[src/rtl/imem_fetch.sv]
// imem_fetch: word-addressed instruction memory with a one-cycle registered
// read, valid/ready handshake towards decode, flush and a run-time load port.
// Optional build macro IMEM_PARITY_EN adds a stored even-parity bit per word
// and a parity_err output flag.
//
// Storage holds each word XOR NOP_WORD (and its parity likewise). A RAM that
// powers up as all zeros therefore reads back NOP_WORD in every location
// without any initialisation logic.
module imem_fetch #(
   parameter int                AWIDTH   = 8,
   parameter int                DWIDTH   = 32,
   parameter int                DEPTH    = 32,
   parameter logic [DWIDTH-1:0] NOP_WORD = 32'h00000013
) (
   input  logic              clk,
   input  logic              rst,
   input  logic [AWIDTH-1:0] cnt_out,
   input  logic              req_valid,
   output logic              req_ready,
   output logic [DWIDTH-1:0] instruction,
   output logic              instr_valid,
   input  logic              instr_ready,
   input  logic              flush,
   output logic              addr_err,
`ifdef IMEM_PARITY_EN
   output logic              parity_err,
`endif
   input  logic              ld_en,
   input  logic [AWIDTH-1:0] ld_addr,
   input  logic [DWIDTH-1:0] ld_data
);

   localparam int                IW      = (DEPTH > 1) ? $clog2(DEPTH) : 1;
   localparam logic [AWIDTH:0]   DEPTH_L = (AWIDTH + 1)'(DEPTH);

   // Memory array (not reset) and the synchronous read register
   logic [DWIDTH-1:0] mem_q [DEPTH];
   logic [DWIDTH-1:0] rd_q;

   // Handshake / output status flops
   logic valid_q, valid_d;
   logic addr_err_q, addr_err_d;
   logic nop_sel_q, nop_sel_d;

   logic accept;
   logic rd_in_range;
   logic ld_in_range;

`ifdef IMEM_PARITY_EN
   logic par_mem_q [DEPTH];
   logic rd_par_q;
   logic par_flag_q, par_flag_d;
`endif

   // Request acceptance and address range decoding
   always_comb begin
      req_ready   = !ld_en && (!valid_q || instr_ready);
      accept      = req_valid && req_ready;
      rd_in_range = {1'b0, cnt_out} < DEPTH_L;
      ld_in_range = {1'b0, ld_addr} < DEPTH_L;
   end

   // Next-state for the output status: flush and consume drop valid, an
   // accept (which wins over flush) loads a fresh word or the NOP marker
   always_comb begin
      valid_d    = valid_q;
      addr_err_d = addr_err_q;
      nop_sel_d  = nop_sel_q;
`ifdef IMEM_PARITY_EN
      par_flag_d = par_flag_q;
`endif
      if (flush) begin
         valid_d    = 1'b0;
         addr_err_d = 1'b0;
`ifdef IMEM_PARITY_EN
         par_flag_d = 1'b0;
`endif
      end else if (valid_q && instr_ready) begin
         valid_d = 1'b0;
      end
      if (accept) begin
         valid_d    = 1'b1;
         addr_err_d = !rd_in_range;
         nop_sel_d  = !rd_in_range;
`ifdef IMEM_PARITY_EN
         par_flag_d = rd_in_range;
`endif
      end
   end

   // Status register with synchronous reset; reset shows NOP_WORD, not valid
   always_ff @(posedge clk) begin
      if (rst) begin
         valid_q    <= 1'b0;
         addr_err_q <= 1'b0;
         nop_sel_q  <= 1'b1;
      end else begin
         valid_q    <= valid_d;
         addr_err_q <= addr_err_d;
         nop_sel_q  <= nop_sel_d;
      end
   end

   // RAM write port and synchronous read port; out-of-range accesses skip it
   always_ff @(posedge clk) begin
      if (!rst && ld_en && ld_in_range) begin
         mem_q[ld_addr[IW-1:0]] <= ld_data ^ NOP_WORD;
      end
      if (!rst && accept && rd_in_range) begin
         rd_q <= mem_q[cnt_out[IW-1:0]];
      end
   end

`ifdef IMEM_PARITY_EN
   // Parity side-array, written and read in lockstep with the data RAM
   always_ff @(posedge clk) begin
      if (!rst && ld_en && ld_in_range) begin
         par_mem_q[ld_addr[IW-1:0]] <= ^(ld_data ^ NOP_WORD);
      end
      if (!rst && accept && rd_in_range) begin
         rd_par_q <= par_mem_q[cnt_out[IW-1:0]];
      end
   end

   // Parity check flag register, armed only by an in-range accept
   always_ff @(posedge clk) begin
      if (rst) begin
         par_flag_q <= 1'b0;
      end else begin
         par_flag_q <= par_flag_d;
      end
   end

   // Compare the stored parity bit against the word that was read
   always_comb begin
      parity_err = par_flag_q && ((^rd_q) != rd_par_q);
   end
`endif

   // Output drive: the read register is only trusted after an in-range accept
   always_comb begin
      instruction = nop_sel_q ? NOP_WORD : (rd_q ^ NOP_WORD);
      instr_valid = valid_q;
      addr_err    = addr_err_q;
   end

endmodule

[config.mk]
export PLATFORM = sky130hd
export DESIGN_NAME = imem_fetch
export DESIGN_NICKNAME = d
export VERILOG_FILES = /design/src/rtl/imem_fetch.sv
export SDC_FILE = /design/constraint.sdc
export NUM_CORES = 1
export LEC_CHECK = 0
export ABC_CLOCK_PERIOD_IN_PS = 4000
export BUFFER_PORTS_ARGS = -buffer_cell sky130_fd_sc_hd__buf_2
export CORE_MARGIN = 2
export CORE_UTILIZATION = 56
export DETAILED_ROUTE_END_ITERATION = 16
export GPL_TIMING_DRIVEN = 0
export PLACE_DENSITY = 0.72
export SETUP_SLACK_MARGIN = 0.5
export SYNTH_ARGS = -nofsm -noshare
export SYNTH_HDL_FRONTEND = slang
export SYNTH_SLANG_ARGS = --single-unit
[constraint.sdc]
create_clock -name clk -period 4 [get_ports clk]
set_clock_uncertainty 0.05 [all_clocks]
set_input_delay 0.4 -clock clk [delete_from_list [all_inputs] [get_ports clk]]
set_output_delay 0.4 -clock clk [all_outputs]
set_load 0.05 [all_outputs]
==> results of run 1 <==
cells by family (layout without fill, tap and decap cells):
family / count (synthesis) / count (layout) / synth area share [%]
DFF: 1059 / 1059 / 77.1
AOI/OAI and AO/OA: 291 / 291 / 4.80
muxes: 512 / 512 / 12.4
other: 0 / 1 / 0
buffers and inverters: 134 / 455 / 1.98
and+or+nand+nor: 320 / 320 / 3.68
placed cells by master, fill, tap and decap left out, types with 4 or more instances in the layout:
cell           count
nand2b_1           5
nor3_1            32
buf_2            120
a31oi_1           32
dlygate4sd3_1      5
bufinv_16         11
nor2b_1           31
inv_6              5
clkbuf_1          62
a21oi_1           99
inv_1              4
buf_6             23
buf_4             33
nand3_1           98
a22o_1            64
edfxtp_1        1056
buf_12            23
buf_16            13
clkbuf_16        102
a22oi_1           96
mux2i_1          512
clkinv_1          21
nand2_1          102
nand3b_1           6
clkinvlp_4         9
nor2_4            32
clkinv_2          18
path summary, 6_finish.rpt:
| path | depth (start not counted) | start | end |
|---|---|---|---|
| hold reg to reg | 4 | mem_q[25][28] | rd_q[28] |
| setup reg to reg | 5 | instr_valid | rd_q[13] |
| hold / removal | 4 | ld_en | nop_sel_q |
| setup / recovery | 6 | rst | mem_q[10][25] |
registers in the layout, summed over array words and instances, names as in the netlist:
register,cells
nop_sel_q,1
addr_err,1
rd_q,32
mem_q,1024
instr_valid,1
layer usage:
metal	routed length, um	up-vias
met5	13	-
met4	3030	2
met3	8530	191
met2	48700	1069
met1	38200	11300
li1	-	9670
per-stage QoR:
stage	instance area [um2]	utilization (%)	setup slack [ps]	total power [mW]
after floorplan	41200	-	537	13.1
after global placement	42800	58.7	-913	13.6
after detailed placement	43900	60.1	398	13.6
after CTS	47200	64.6	512	22.8
after global routing	47300	64.8	508	23.3
final	47300	64.8	654	22.8
where the power goes:
group | total, mW | switching, mW | internal (mW)
logic | 1.16 | 0.804 | 0.354
clock network | 9.38 | 4.00 | 5.38
registers | 12.2 | 0.00694 | 12.2
what timing repair did:
action / in CTS / in global routing
hold endpoints to repair: 3 / 0
setup buffers: 0 / 12
endpoints found under the setup margin: 0 / 65
hold buffers: 5 / 0
layout make-up:
| cell class | instances | area, um2 | share of cell area, % |
|---|---|---|---|
| clock buffer | 118 | 2610 | 5.53 |
| tap | 959 | 1200 | 2.54 |
| inverter | 4 | 15.0 | 0.0318 |
| antenna | 1 | 2.50 | 0.00529 |
| timing repair buffer | 138 | 1390 | 2.93 |
| multi-input combinational | 1123 | 8870 | 18.8 |
| buffer | 130 | 800 | 1.69 |
| clock inverter | 65 | 627 | 1.33 |
| sequential | 1059 | 31800 | 67.2 |
worst max-delay path, stage by stage:
cell and delay [ps]:
dlygate4sd3_1 530, buf_2 160, nor4_2 370, nand4b_1 1000
nor2_4 900, buf_16 250
==> metrics.txt, run 1 <==
Worst VDD drop=0.000307 V; vias per cell=6.17; register clock-pin slew on the reported worst setup and hold paths=60 ps; die width=275 um; Worst-Margin Slew=1210 ps; Yosys cell types=28; worst hold slack=136 ps; Final #Nets=2612; Req. time, crit path=4300 ps; Final Hold Fails=0; grt met1 use=34.3%; setup TNS=0 ps; DRC violations left=0; Mapped Area=41200 um2; Power Density=481 nW/um2; die area=75800 um2; DR pass1 iterations=7; largest net degree at the start of global routing=33; Core Box Area=73000 um2; period utilisation layout=83.6%; Inst Count DP=3396; synth cell count leaders=1056 x edfxtp_1, 512 x mux2i_1, 102 x nand2_1; share of the synthesized area in the top cell type=77.0%; outcome=finished clean; Synth Flop Type=edfxtp_1; Slew headroom=19.0%; crit path launch type=input port; clk root buf=clkbuf_16; RSZ-0062 raised after global routing=false; static leakage power=16.5 nW; synthesis warning total=0; Seq/Total Area, Yosys=77.1%; Port Buffer Count=87; DRT Wirelength=98500 um; 1st-iter DRT viols=2550; worst min path class=input port to flop; CTS tree=done; syn_area_per_cell=17.8 um2; clk_lat worst skew=670 ps; area leader, netlist=edfxtp_1; met3 usage=4.97%; fmax=0.299 GHz; antenna violations before repair=5; flops & latches, synth=1059; Via Count=22.2k; Total GRT Usage=26.1%; Slew Limit Fails=0; Rows=99; DR WL/cell=27.4 um; Initial Util=56.5%; grt ovf=0; I/O pin cnt=89; antenna-violating nets left=0; Worst Setup End Kind=flop; dominant cells by area after synthesis=edfxtp_1 77%, mux2i_1 12%, a22oi_1 1.7%; fin cells=3597; layout cells sized above 1=15.1%; clock sink total=1059; DP HPWL=63400 um; Mapped Cells=2316; worst path arrival time=3650 ps; Post-synth EDFFs=1056; min Tclk post-route=3350 ps; ys async rst share=0%; htree depth=3; R2R setup slack=2090 ps; Layout area overhead=14.8%; Placer Congestion=0.847; Filler Cell Count=4815; die height=275 um; vias in the first global route=22.4k; first-pass GRT wire length=142000 um; CP max FO=20; endpoints failing setup=0; CTS resizes=0; critical path start-end classification=input port to flop; most used routing layer=met2; CTS Buf Count=102; met2 usage=43.7%; max-cap violations=0; syn nets=2370; top-count cell post-synth=edfxtp_1; Max Root-Sink Buffers=3
No activity file was read; power rests on OpenSTA's default activity.
==> run 2, diff against run 1 <==
--- a/config.mk
+++ b/config.mk
@@ -5,7 +5,7 @@
 export SDC_FILE = /design/constraint.sdc
 export NUM_CORES = 1
 export LEC_CHECK = 0
-export ABC_CLOCK_PERIOD_IN_PS = 4000
+export ABC_CLOCK_PERIOD_IN_PS = 3400
 export BUFFER_PORTS_ARGS = -buffer_cell sky130_fd_sc_hd__buf_2
 export CORE_MARGIN = 2
 export CORE_UTILIZATION = 56
==> constraint.sdc (replaced) <==
create_clock -name clk -period 3.4 [get_ports clk]
set_clock_uncertainty 0.05 [all_clocks]
set_input_delay 0.34 -clock clk [delete_from_list [all_inputs] [get_ports clk]]
set_output_delay 0.34 -clock clk [all_outputs]
set_load 0.05 [all_outputs]
==> metrics.txt, run 2 (synthesis results as in run 1) <==
outcome=finished clean; min Tclk post-route=2820 ps; CTS Buf Count=100; period utilisation layout=83.0%; I/O pin cnt=89; Placer Congestion=0.836; DR pass1 iterations=6; DRT Wirelength=99000 um; CP max FO=10; max-cap violations=0; clk root buf=clkbuf_16; largest net degree at the start of global routing=33; Slew Limit Fails=0; Worst Setup EP=instruction[14]; fmax=0.354 GHz; DRC violations left=0; htree depth=3; sw frac=21.2%; worst path arrival time=2430 ps; final worst slack=578 ps; internal power component=21.2 mW; 1st-iter DRT viols=2714; vias in the first global route=22.5k; vias per cell=6.16; Max Root-Sink Buffers=3; Sw Pwr=5.72 mW; Power Density=570 nW/um2; Worst-Margin Slew=1090 ps; Final #Nets=2606; die width=275 um; Req. time, crit path=3010 ps; crit path launch type=flop; most frequent cells in the layout=1056 x edfxtp_1, 512 x mux2i_1, 120 x buf_2; DR WL/cell=27.6 um; Filler Cell Count=4844; first-pass GRT wire length=143000 um; die area=75800 um2; DP HPWL=63500 um; static leakage power=16.5 nW; Layout area overhead=14.7%; worst reg2reg startpoint=mem_q[2][12]; Via Count=22.1k; Clk pwr share=41.5%; Initial Util=56.5%; most common cell after layout, fill and taps aside=edfxtp_1; critical path start-end classification=flop to output port; clock sink total=1059; clk_lat worst skew=660 ps; setup TNS=0 ps; Comb pwr share=5.1%; R2R setup slack=1510 ps; critical path startpoint=nop_sel_q; Final Hold Fails=0; die height=275 um; Sequential Power Share=53.4%; Core Box Area=73000 um2; Antenna diodes=0; endpoints failing setup=0; register clock-pin slew on the reported worst setup and hold paths=70 ps; Slew headroom=27.3%; Inst Count DP=3396; Port Buffer Count=87; Worst Setup End Kind=output port; grt ovf=0; Worst R2R End=rd_q[12]; dpl ws=-96.6 ps; R2R depth=5; antenna violations before repair=1; Worst VDD drop=0.000529 V; fin cells=3594; Rows=99; antenna-violating nets left=0; CTS tree=done; RSZ-0062 raised after global routing=false; worst min path class=input port to flop; number of flip-flops under the largest register name=1024; layout cells sized above 1=15.1%; Total GRT Usage=26.2%
run 2: layer usage:
metal / routed length (um) / up-vias / track usage, %
met4: 2940 / 0 / 8.82
met3: 8290 / 190 / 4.64
li1: - / 9643 / -
met5: 0 / - / 0
met2: 48800 / 1009 / 43.5
met1: 39000 / 11300 / 35.3
run 2: area by class of cell:
cell class / count / area (um2) / area share, %
Clock buffer: 113 / 2590 / 5.49
Clock inverter: 72 / 699 / 1.48
Buffer: 130 / 800 / 1.69
Inverter: 4 / 15.0 / 0.0318
Timing Repair Buffer: 134 / 1330 / 2.81
Sequential cell: 1059 / 31800 / 67.2
Tap cell: 959 / 1200 / 2.54
Multi-Input combinational cell: 1123 / 8870 / 18.8
run 2: worst min-delay path by stage:
stage	from	end	slack [ps]	depth (start not counted)
detailed placement	addr_err	addr_err	440	2
finish	ld_en	nop_sel_q	50	4
CTS	ld_en	nop_sel_q	20	4
floorplan	rst	addr_err	360	1
global route	ld_en	nop_sel_q	50	4
global placement	addr_err	addr_err	420	2
run 2: repair_timing:
item,in CTS,in global routing
setup endpoints to repair,0,70
buffers inserted,0,8
hold endpoints to repair,3,0
hold buffers,5,0
gates resized for setup,0,0
run 2: worst max-delay path, stage by stage (launching register included):
cell	delay, ps
dfxtp_1	650
clkbuf_1	630
nor2b_1	210
buf_2	270
run 2: power groups by stage:
stage	clock (mW)	sequential [mW]	combinational, mW
after floorplan	0	14.7	0.753
after global placement	0	14.7	1.29
after detailed placement	0	14.7	1.34
after CTS	11.2	14.4	1.35
after global routing	11.8	14.4	1.44
final	11.2	14.4	1.36
run 2: through the flow:
step / hold slack [ps] / utilization (%) / instance area, um2 / power (mW)
after detailed placement: 443 / 60.1 / 43900 / 16.0
after floorplan: 359 / - / 41200 / 15.4
after global placement: 422 / 58.7 / 42900 / 16.0
after CTS: 17.7 / 64.7 / 47200 / 27.0
final: 53.7 / 64.8 / 47300 / 26.9
after global routing: 52.8 / 64.8 / 47300 / 27.6
==> run 3, diff against run 2 <==
--- a/config.mk
+++ b/config.mk
@@ -5,7 +5,8 @@
 export SDC_FILE = /design/constraint.sdc
 export NUM_CORES = 1
 export LEC_CHECK = 0
-export ABC_CLOCK_PERIOD_IN_PS = 3400
+export ABC_AREA = 1
+export ABC_CLOCK_PERIOD_IN_PS = 2900
 export BUFFER_PORTS_ARGS = -buffer_cell sky130_fd_sc_hd__buf_2
 export CORE_MARGIN = 2
 export CORE_UTILIZATION = 56
==> constraint.sdc (replaced) <==
create_clock -name clk -period 2.9 [get_ports clk]
set_clock_uncertainty 0.05 [all_clocks]
set_input_delay 0.29 -clock clk [delete_from_list [all_inputs] [get_ports clk]]
set_output_delay 0.29 -clock clk [all_outputs]
set_load 0.05 [all_outputs]
==> metrics.txt, run 3 <==
Comb pwr share=6.7%; antenna-violating nets left=0; syn_area_per_cell=11.9 um2; crit-path leading delay family=buffers and inverters; synthesis warning total=0; CP max FO=10; Slew Limit Fails=0; clk root buf=clkbuf_16; highest-delay cell along the critical path=nor2_1; Post-synth EDFFs=1056; DRC violations left=0; Synth Flop Type=edfxtp_1; grt ovf=0; post-layout util=65.6%; Total GRT Usage=31.6%; Seq/Total Area, Yosys=73.4%; Mapped Cells=3626; DP HPWL=80500 um; CTS Buf Count=105; share of the synthesized area in the top cell type=73.3%; Critical Path, Cell by Cell=clkbuf_4 -> nor2_1 -> buf_2; Final Total Pwr=32.4 mW; Worst-Margin Slew=1240 ps; top-count cell post-synth=nand2_1; CTS tree=done; number of flip-flops under the largest register name=1024; final instance area=50000 um2; Rows=101; min Tclk post-route=2430 ps; endpoints failing setup=0; DR WL/cell=25.3 um; max-cap violations=0; worst min path class=input port to flop; worst path arrival time=2090 ps; static leakage power=18.7 nW; Final #Nets=3946; Port Buffer Count=85; outcome=finished clean; clk_lat worst skew=670 ps; vias in the first global route=27.6k; Worst VDD drop=0.000570 V; die height=282 um; layout cells sized above 1=13.4%; Placement Cell Area=46000 um2; Worst Path Buf+Inv=2; Max Root-Sink Buffers=3; largest net degree at the start of global routing=33; vias per cell=5.93; Filler Cell Count=5438; period utilisation layout=83.8%; Worst Setup End Kind=output port; DRT Wirelength=127000 um; synth cell count leaders=1447 x nand2_1, 1056 x edfxtp_1, 780 x nand3_1; dominant cells by area after synthesis=edfxtp_1 73%, nand2_1 13%, nand3_1 9.0%; I/O pin cnt=89; flops & latches, synth=1059; area leader, netlist=edfxtp_1; Placer Congestion=0.883; 1st-iter DRT viols=4043; Mapped Area=43300 um2; dpl ws=-274 ps; Power Density=649 nW/um2; critical path start-end classification=flop to output port; Layout area overhead=15.5%; Final Hold Fails=0; Core Box Area=76200 um2; syn nets=3680; Largest stage delay, worst path=430 ps; sw frac=22.4%; most frequent cells in the layout=1447 x nand2_1, 1056 x edfxtp_1, 780 x nand3_1; ys async rst share=0%; first-pass GRT wire length=179000 um; Clk pwr share=41.3%; Req. time, crit path=2560 ps; antenna violations before repair=4; clock sink total=1059; RSZ-0062 raised after global routing=true; Yosys cell types=23; register clock-pin slew on the reported worst setup and hold paths=70 ps; die width=282 um; final worst slack=471 ps; Initial Util=56.8%; DR pass1 iterations=6; crit path launch type=flop; most common cell after layout, fill and taps aside=nand2_1; fmax=0.412 GHz; Sw Pwr=7.27 mW; htree depth=3; die area=79500 um2; Via Count=29.7k; Sequential Power Share=52.0%; Slew headroom=17.3%; internal power component=25.2 mW
## run 3: changes by cell type in the layout (fill, tap and decap cells not counted), sizes merged, moves of 43 or more
cell,before,now
nand3,98,780
nand2,102,1448
buf,211,352
a22o,64,0
a21oi,99,1
inv,8,51
a22oi,96,0
mux2i,512,0
## run 3: per-layer routing
layer / share of wire (%) / vias up / GRT usage (%)
li1: - / 13200 / -
met1: 36 / 14200 / 42.3
met2: 47 / 1976 / 50.4
met3: 11 / 405 / 5.45
met4: 5.8 / 2 / 15.6
met5: 0.0087 / - / 0
## run 3: cells by family after synthesis
logic type | share of synthesized area [%]
buffers and inverters | 4.33
AO/OA/AOI/OAI | 0.0347
flip-flops | 73.4
AND/OR/NAND/NOR | 22.2
## run 3: final timing paths
kind                            cells past startpoint  slack (ps)         start             end
worst min register to register                      8         790  mem_q[2][17]        rd_q[17]
worst max register to register                      7         520   instr_valid        rd_q[21]
worst min-delay path                                2         130           rst         rd_q[7]
worst max-delay path                                3         470     nop_sel_q  instruction[2]
## run 3: what timing repair did
item | 4_1_cts | 5_1_grt
setup buffers | 7 | 29
setup endpoints to repair | 54 | 297
hold buffers | 6 | 0
endpoints found under the hold margin | 3 | 0
pin swaps | 3 | 14
resized for setup | 5 | 2
## run 3: power groups by stage
stage	Clock [mW]	Combinational (mW)	Sequential, mW
global placement	0	2.01	17.2
CTS	13.4	2.09	16.9
global route	14.0	2.29	16.9
finish	13.4	2.16	16.9
detailed placement	0	2.07	17.2
floorplan	0	1.14	17.2
## run 3: final cells by class
class / instances / area [um2] / area share (%)
multi-input combinational: 2298 / 9870 / 19.8
sequential: 1059 / 31800 / 63.6
timing repair buffer: 159 / 1770 / 3.55
clock inverter: 61 / 546 / 1.09
clock buffer: 135 / 2830 / 5.65
tap: 1030 / 1290 / 2.58
inverter: 48 / 188 / 0.376
antenna: 2 / 5.00 / 0.0100
buffer: 221 / 1690 / 3.38
## run 3: metrics by stage
stage	hold slack, ps	instances	setup TNS [ps]
2_1_floorplan	309	3626	0
3_3_place_gp	474	4741	-1645630
3_5_place_dp	478	4773	-44150
4_1_cts	100	4982	0
5_1_grt	127	5011	0
6_report	126	5013	0
